`src/rtl/imem_loader.sv`:
```
// Instruction-memory loader: accepts 32-bit words over a valid/ready handshake and
// writes each one out as four little-endian byte writes starting at BASE_ADDR.
module imem_loader #(
   parameter logic [63:0] BASE_ADDR = 64'd0,
   parameter int unsigned CAPACITY  = 64
) (
   input  logic        clk,
   input  logic        reset,
   input  logic        start,
   input  logic        word_valid,
   input  logic [31:0] word_data,
   input  logic        word_last,
   output logic        word_ready,
   output logic        mem_we,
   output logic [63:0] mem_addr,
   output logic [7:0]  mem_wdata,
   output logic        busy,
   output logic        done,
   output logic        overflow,
   output logic [15:0] word_count
);

   typedef enum logic [1:0] {StIdle, StAccept, StWrite, StFin} state_e;

   localparam logic [63:0] Cap = 64'(CAPACITY);

   state_e      state_q, state_d;
   logic [63:0] ptr_q, ptr_d;
   logic [1:0]  idx_q, idx_d;
   logic [1:0]  idx_nx;
   logic [31:0] word_q, word_d;
   logic        last_q, last_d;
   logic [15:0] count_q, count_d;
   logic        ovf_q, ovf_d;
   logic        we_q, we_d;
   logic [63:0] addr_q, addr_d;
   logic [7:0]  wdata_q, wdata_d;

   assign idx_nx = idx_q + 2'd1;

   always_ff @(posedge clk) begin
      if (!reset) begin
         state_q <= StIdle;
         ptr_q   <= '0;
         idx_q   <= '0;
         word_q  <= '0;
         last_q  <= 1'b0;
         count_q <= '0;
         ovf_q   <= 1'b0;
         we_q    <= 1'b0;
         addr_q  <= '0;
         wdata_q <= '0;
      end else begin
         state_q <= state_d;
         ptr_q   <= ptr_d;
         idx_q   <= idx_d;
         word_q  <= word_d;
         last_q  <= last_d;
         count_q <= count_d;
         ovf_q   <= ovf_d;
         we_q    <= we_d;
         addr_q  <= addr_d;
         wdata_q <= wdata_d;
      end
   end

   // Write outputs are registered one cycle ahead so addr/data hold their last value
   // whenever mem_we is low.
   always_comb begin
      state_d = state_q;
      ptr_d   = ptr_q;
      idx_d   = idx_q;
      word_d  = word_q;
      last_d  = last_q;
      count_d = count_q;
      ovf_d   = ovf_q;
      we_d    = 1'b0;
      addr_d  = addr_q;
      wdata_d = wdata_q;
      unique case (state_q)
         StIdle: begin
            if (start) begin
               state_d = StAccept;
               count_d = '0;
               ovf_d   = 1'b0;
               ptr_d   = '0;
            end
         end
         StAccept: begin
            if (word_valid) begin
               word_d = word_data;
               last_d = word_last;
               idx_d  = 2'd0;
               if (ptr_q + 64'd4 > Cap) begin
                  ovf_d   = 1'b1;
                  state_d = StFin;
               end else begin
                  state_d = StWrite;
                  we_d    = 1'b1;
                  addr_d  = BASE_ADDR + ptr_q;
                  wdata_d = word_data[7:0];
               end
            end
         end
         StWrite: begin
            if (idx_q == 2'd3) begin
               ptr_d   = ptr_q + 64'd4;
               count_d = (count_q == 16'hFFFF) ? count_q : count_q + 16'd1;
               state_d = last_q ? StFin : StAccept;
            end else begin
               idx_d   = idx_nx;
               we_d    = 1'b1;
               addr_d  = BASE_ADDR + ptr_q + {62'd0, idx_nx};
               wdata_d = 8'(word_q >> {idx_nx, 3'b000});
            end
         end
         StFin: begin
            state_d = StIdle;
         end
         default: state_d = StIdle;
      endcase
   end

   assign word_ready = (state_q == StAccept);
   assign busy       = (state_q != StIdle);
   assign done       = (state_q == StFin);
   assign mem_we     = we_q;
   assign mem_addr   = addr_q;
   assign mem_wdata  = wdata_q;
   assign overflow   = ovf_q;
   assign word_count = count_q;

endmodule

```
`config.mk`:
```
export PLATFORM = sky130hd
export DESIGN_NAME = imem_loader
export DESIGN_NICKNAME = d
export VERILOG_FILES = /design/src/rtl/imem_loader.sv
export SDC_FILE = /design/constraint.sdc
export NUM_CORES = 1
export LEC_CHECK = 0
export ABC_AREA = 1
export CORE_MARGIN = 5
export CORE_UTILIZATION = 45
export DETAILED_ROUTE_END_ITERATION = 10
export GPL_ROUTABILITY_DRIVEN = 1
export HOLD_SLACK_MARGIN = 0.1
export PLACE_DENSITY = 0.7
export SLEW_MARGIN = 10
export SYNTH_ARGS = -nofsm -noshare
export SYNTH_HDL_FRONTEND = slang
export SYNTH_SLANG_ARGS = --single-unit
```
`constraint.sdc`:
```
create_clock -name clk -period 8 [get_ports clk]
set_clock_uncertainty 0.1 [all_clocks]
set_input_delay 1.6 -clock clk [delete_from_list [all_inputs] [get_ports clk]]
set_output_delay 1.6 -clock clk [all_outputs]
set_load 0.02 [all_outputs]
```
==> results.yml <==
synthesis:
  cell_with_the_most_instances_after_synthesis: "sky130_fd_sc_hd__nand2_1"
  synth_compound_gate_area_share_pct: 12.19
  synthFlopType: "sky130_fd_sc_hd__dfxtp_1"
  post_synth_fa_ha_maj_area_fraction_pct: 1.205
  share_of_flip_flops_with_an_asynchronous_set_or_reset_after_synthesis_pct: 0
  synthTopCellsByCount: "502 x sky130_fd_sc_hd__nand2_1, 277 x sky130_fd_sc_hd__nor2_1, 189 x sky130_fd_sc_hd__dfxtp_1"
  syn_area_per_cell_um2: 6.307
  synthesis.instances: 1646
  synth.mux.area_fraction_pct: 0
  synthesis.nets: 1693
  synth_xor_xnor_area_share_pct: 3.712
  seq_area_frac_synth_pct: 36.45
  synth_enable_flop_cells: 0
  yosysUniqueCellTypes: 38
  dominant_combinational_cell_family_by_area_after_synthesis: "simple AND/OR/NAND/NOR gates"
  synthDominantAreaCellType: "sky130_fd_sc_hd__dfxtp_1"
  synth_warnings: 0
  yosys_register_bits: 189
  synth.area.top_cells: "sky130_fd_sc_hd__dfxtp_1 36%, sky130_fd_sc_hd__nand2_1 18%, sky130_fd_sc_hd__nor2_1 10%, sky130_fd_sc_hd__a21oi_1 7.4%, sky130_fd_sc_hd__nand3_1 6.4%"
  synth_top_area_share_pct: 36.45
  post_synth_instance_area_mm2: 0.01038
  yosys.area_share.simple_pct: 39.79
finish:
  num-fill-cells: 2323
  finish.utilization_pct: 54.52
  design.final.nets: 1773
  post_route_cells_drive_above_1_share_pct: 4.543
  area_growth_syn_to_layout_pct: 19.26
  antenna-diode-count: 0
clocking:
  cts-root-to-sink-buffers: 2
  numCtsBuffers: 17
  cts-resized-gates: 0
  cts_hold_repair.buffers: 0
  tritoncts: "built"
  htreeDepth: 4
  post_cts_buffers: 0
  clk_pin_slew_worst_paths_ns: 0.08
  clkLatencyLatePin_ns: 0.44
  numClockSinks: 189
  cts_root_buffer: "sky130_fd_sc_hd__clkbuf_16"
worst_setup_path:
  critPathLaunchType: "flop"
  critical_path.startpoint: "ptr_q[2]$_SDFFE_PN0P_"
  critPathKind: "flop to flop"
  crit_chain: "ha_1, nand3_2, inv_2, nand3_1, nor2_1, nand3_1, nand2_1, nand2_1, nor2_1, nand2_1, nor2_1, nand2_1, nor2_1, nand2_1, nand2_4, buf_4, nand2_1, buf_4, nand2_1, a21oi_1"
  crit_path_max_incr_delay_ns: 0.79
  critPathSlowestCell: "sky130_fd_sc_hd__buf_4"
  critical_path.reg2reg.endpoint: "mem_addr[59]$_SDFFE_PN0P_"
  critical_path_required_ns: 8.17
  crit_path_frequent_cell: "sky130_fd_sc_hd__nand2_1"
  regToRegStartpoint: "ptr_q[2]$_SDFFE_PN0P_"
  crit_path_end_kind: "flop"
  cp.arrival_ns: 4.97
  cp_max_fo: 105
  timing.reg2reg.worst_path_depth: 20
  r2r_slack_ns: 3.20
grt:
  grt_start_max_net_pins: 106
  global_route.peak_usage_layer: "met2"
  wire_length_of_the_first_global_routing_pass_um: 53200
  gr-usage-met2_pct: 39.55
  grtUsageMet1_pct: 35.32
  first_global_vias: 9852
  grtUsageTotal_pct: 25.05
  antenna_found_initial: 0
  globalRouteOverflowTotal: 0
  grt_util_met3_pct: 3.730
drt:
  wl_per_cell_um: 16.46
  routed_wl_um: 33320
  avgViaCountPerCell: 5.259
  num_vias: 10650
  antenna_left: 0
  detailedRoute.firstPassIterationCount: 8
  drcViolationCount: 0
  detail_route.iter0.violations: 807
pwr:
  p_leak_nw: 4.297
  ir_worst_vdd_uv: 133.1
  pwr_density_cell_mw_per_mm2: 243.8
sta:
  max_clock_freq_mhz: 208.4
  fin_crit_ns: 4.798
  setup_total_negative_slack_ns: 0
  finalSetupViolCount: 0
  max_slew_margin_pct: 18.02
  finalWorstSetupSlack_ns: 3.202
  report.final.slew_viol_count: 0
  final_hold_viol_count: 0
  timing.final.crit_share_pct: 59.98
  grt_setup_unrepaired: "no"
  final.hold.worst_slack_ns: 0.3612
  worst_pin_slew_ns: 1.230
placement:
  finalWeightedCongestion: 0.9163
  io_buffers: 129
  post-place-ws_ns: 3.271
  dp_hpwl_um: 24100
floorplan:
  top_level_i_o_count: 130
  design.core.area_mm2: 0.02271
  start_util_pct: 45.71
  die-height_um: 161.9
  design.die.area_mm2: 0.02621
  chipWidth_um: 161.9
  floorplan.rows: 55
worst_hold_path:
  hold_path_startpoint: "mem_addr[47]$_SDFFE_PN0P_"
  whs_path_depth: 2
  worstHoldPathType: "flop to flop"
  worstHoldEndpoint: "mem_addr[47]$_SDFFE_PN0P_"
outcome:
  outcome: "finished clean"
job:
  maxCapViolCount: 0
flip-flops by register name, summed over array words and instances, names as in the netlist:
name        count
mem_addr       64
ptr_q          62
word_q         32
word_count     16
mem_wdata       8
idx_q           2
state_q         2
last_q          1
mem_we          1
overflow        1
per-layer routing:
metal / vias up / wire length, um
li1: 5453 / -
met1: 4851 / 15940
met2: 293 / 14670
met3: 48 / 1819
met4: 0 / 888
met5: - / 0
cell usage in the layout (no fill, tap or decap), types with 7 or more instances in the layout:
master,netlist,final
sky130_fd_sc_hd__nand2_1,502,502
sky130_fd_sc_hd__nor2_1,277,275
sky130_fd_sc_hd__dfxtp_1,189,189
sky130_fd_sc_hd__a21oi_1,154,154
sky130_fd_sc_hd__nand3_1,132,132
sky130_fd_sc_hd__clkdlybuf4s50_1,0,128
sky130_fd_sc_hd__inv_1,86,86
sky130_fd_sc_hd__o21ai_0,58,58
sky130_fd_sc_hd__xor2_1,39,39
sky130_fd_sc_hd__nand4_1,18,18
sky130_fd_sc_hd__clkbuf_16,0,17
sky130_fd_sc_hd__nor2_2,16,16
sky130_fd_sc_hd__nor3_1,15,15
sky130_fd_sc_hd__nand3b_1,13,13
sky130_fd_sc_hd__ha_1,10,10
sky130_fd_sc_hd__o21ai_1,9,9
sky130_fd_sc_hd__a32o_1,8,8
sky130_fd_sc_hd__nor2_4,5,7
sky130_fd_sc_hd__buf_4,3,7
critical path: cells and delay by family, from the launching register on:
kind                     cells  cell delay (ns)
adder cells (fa/ha/maj)      1             0.41
AO/OA/AOI/OAI                1             0.06
AND/OR/NAND/NOR             15             2.12
flip-flops                   1             0.56
buffers and inverters        3             1.29
cell families (layout without fill, tap and decap cells):
| group | count (synthesis) | after routing |
|---|---|---|
| fa+ha+maj | 10 | 10 |
| flops | 189 | 189 |
| other cells | 1 | 1 |
| buf+inv | 169 | 262 |
| xor+xnor | 44 | 44 |
| compound gates | 240 | 240 |
| simple gates | 993 | 993 |
cell type report:
class,count,area (um2),share of cell area [%]
flip-flops and latches,189,3784,30.56
clock inverters,15,193.9,1.566
multi-input cells,1288,5929,47.89
inverters,94,352.8,2.850
repair buffers,136,1339,10.81
well taps,285,356.6,2.880
clock buffers,17,425.4,3.436
report_power, final:
| part | internal [mW] | total, mW | switching (mW) |
|---|---|---|---|
| clock network | 0.454 | 0.899 | 0.446 |
| registers | 1.06 | 1.14 | 0.0799 |
| logic | 0.358 | 0.984 | 0.626 |
| total | 1.87 | 3.02 | 1.15 |
metrics by stage:
step                area (um2)  power (mW)  cells
floorplan                10380       1.812   1646
global placement         11760       2.128   1992
detailed placement       11760       2.143   1992
CTS                      12380       3.045   2024
global route             12380       3.201   2024
finish                   12380       3.018   2024
worst max-delay path by stage:
stage,cells after the start,end
after global placement,20,mem_addr[43]$_SDFFE_PN0P_
after CTS,20,mem_addr[7]$_SDFFE_PN0P_
after global routing,20,mem_addr[31]$_SDFFE_PN0P_
final,20,mem_addr[59]$_SDFFE_PN0P_
after floorplan,11,word_count[13]$_SDFFE_PN0P_
after detailed placement,20,mem_addr[7]$_SDFFE_PN0P_
(Power assumes the default switching activity.)
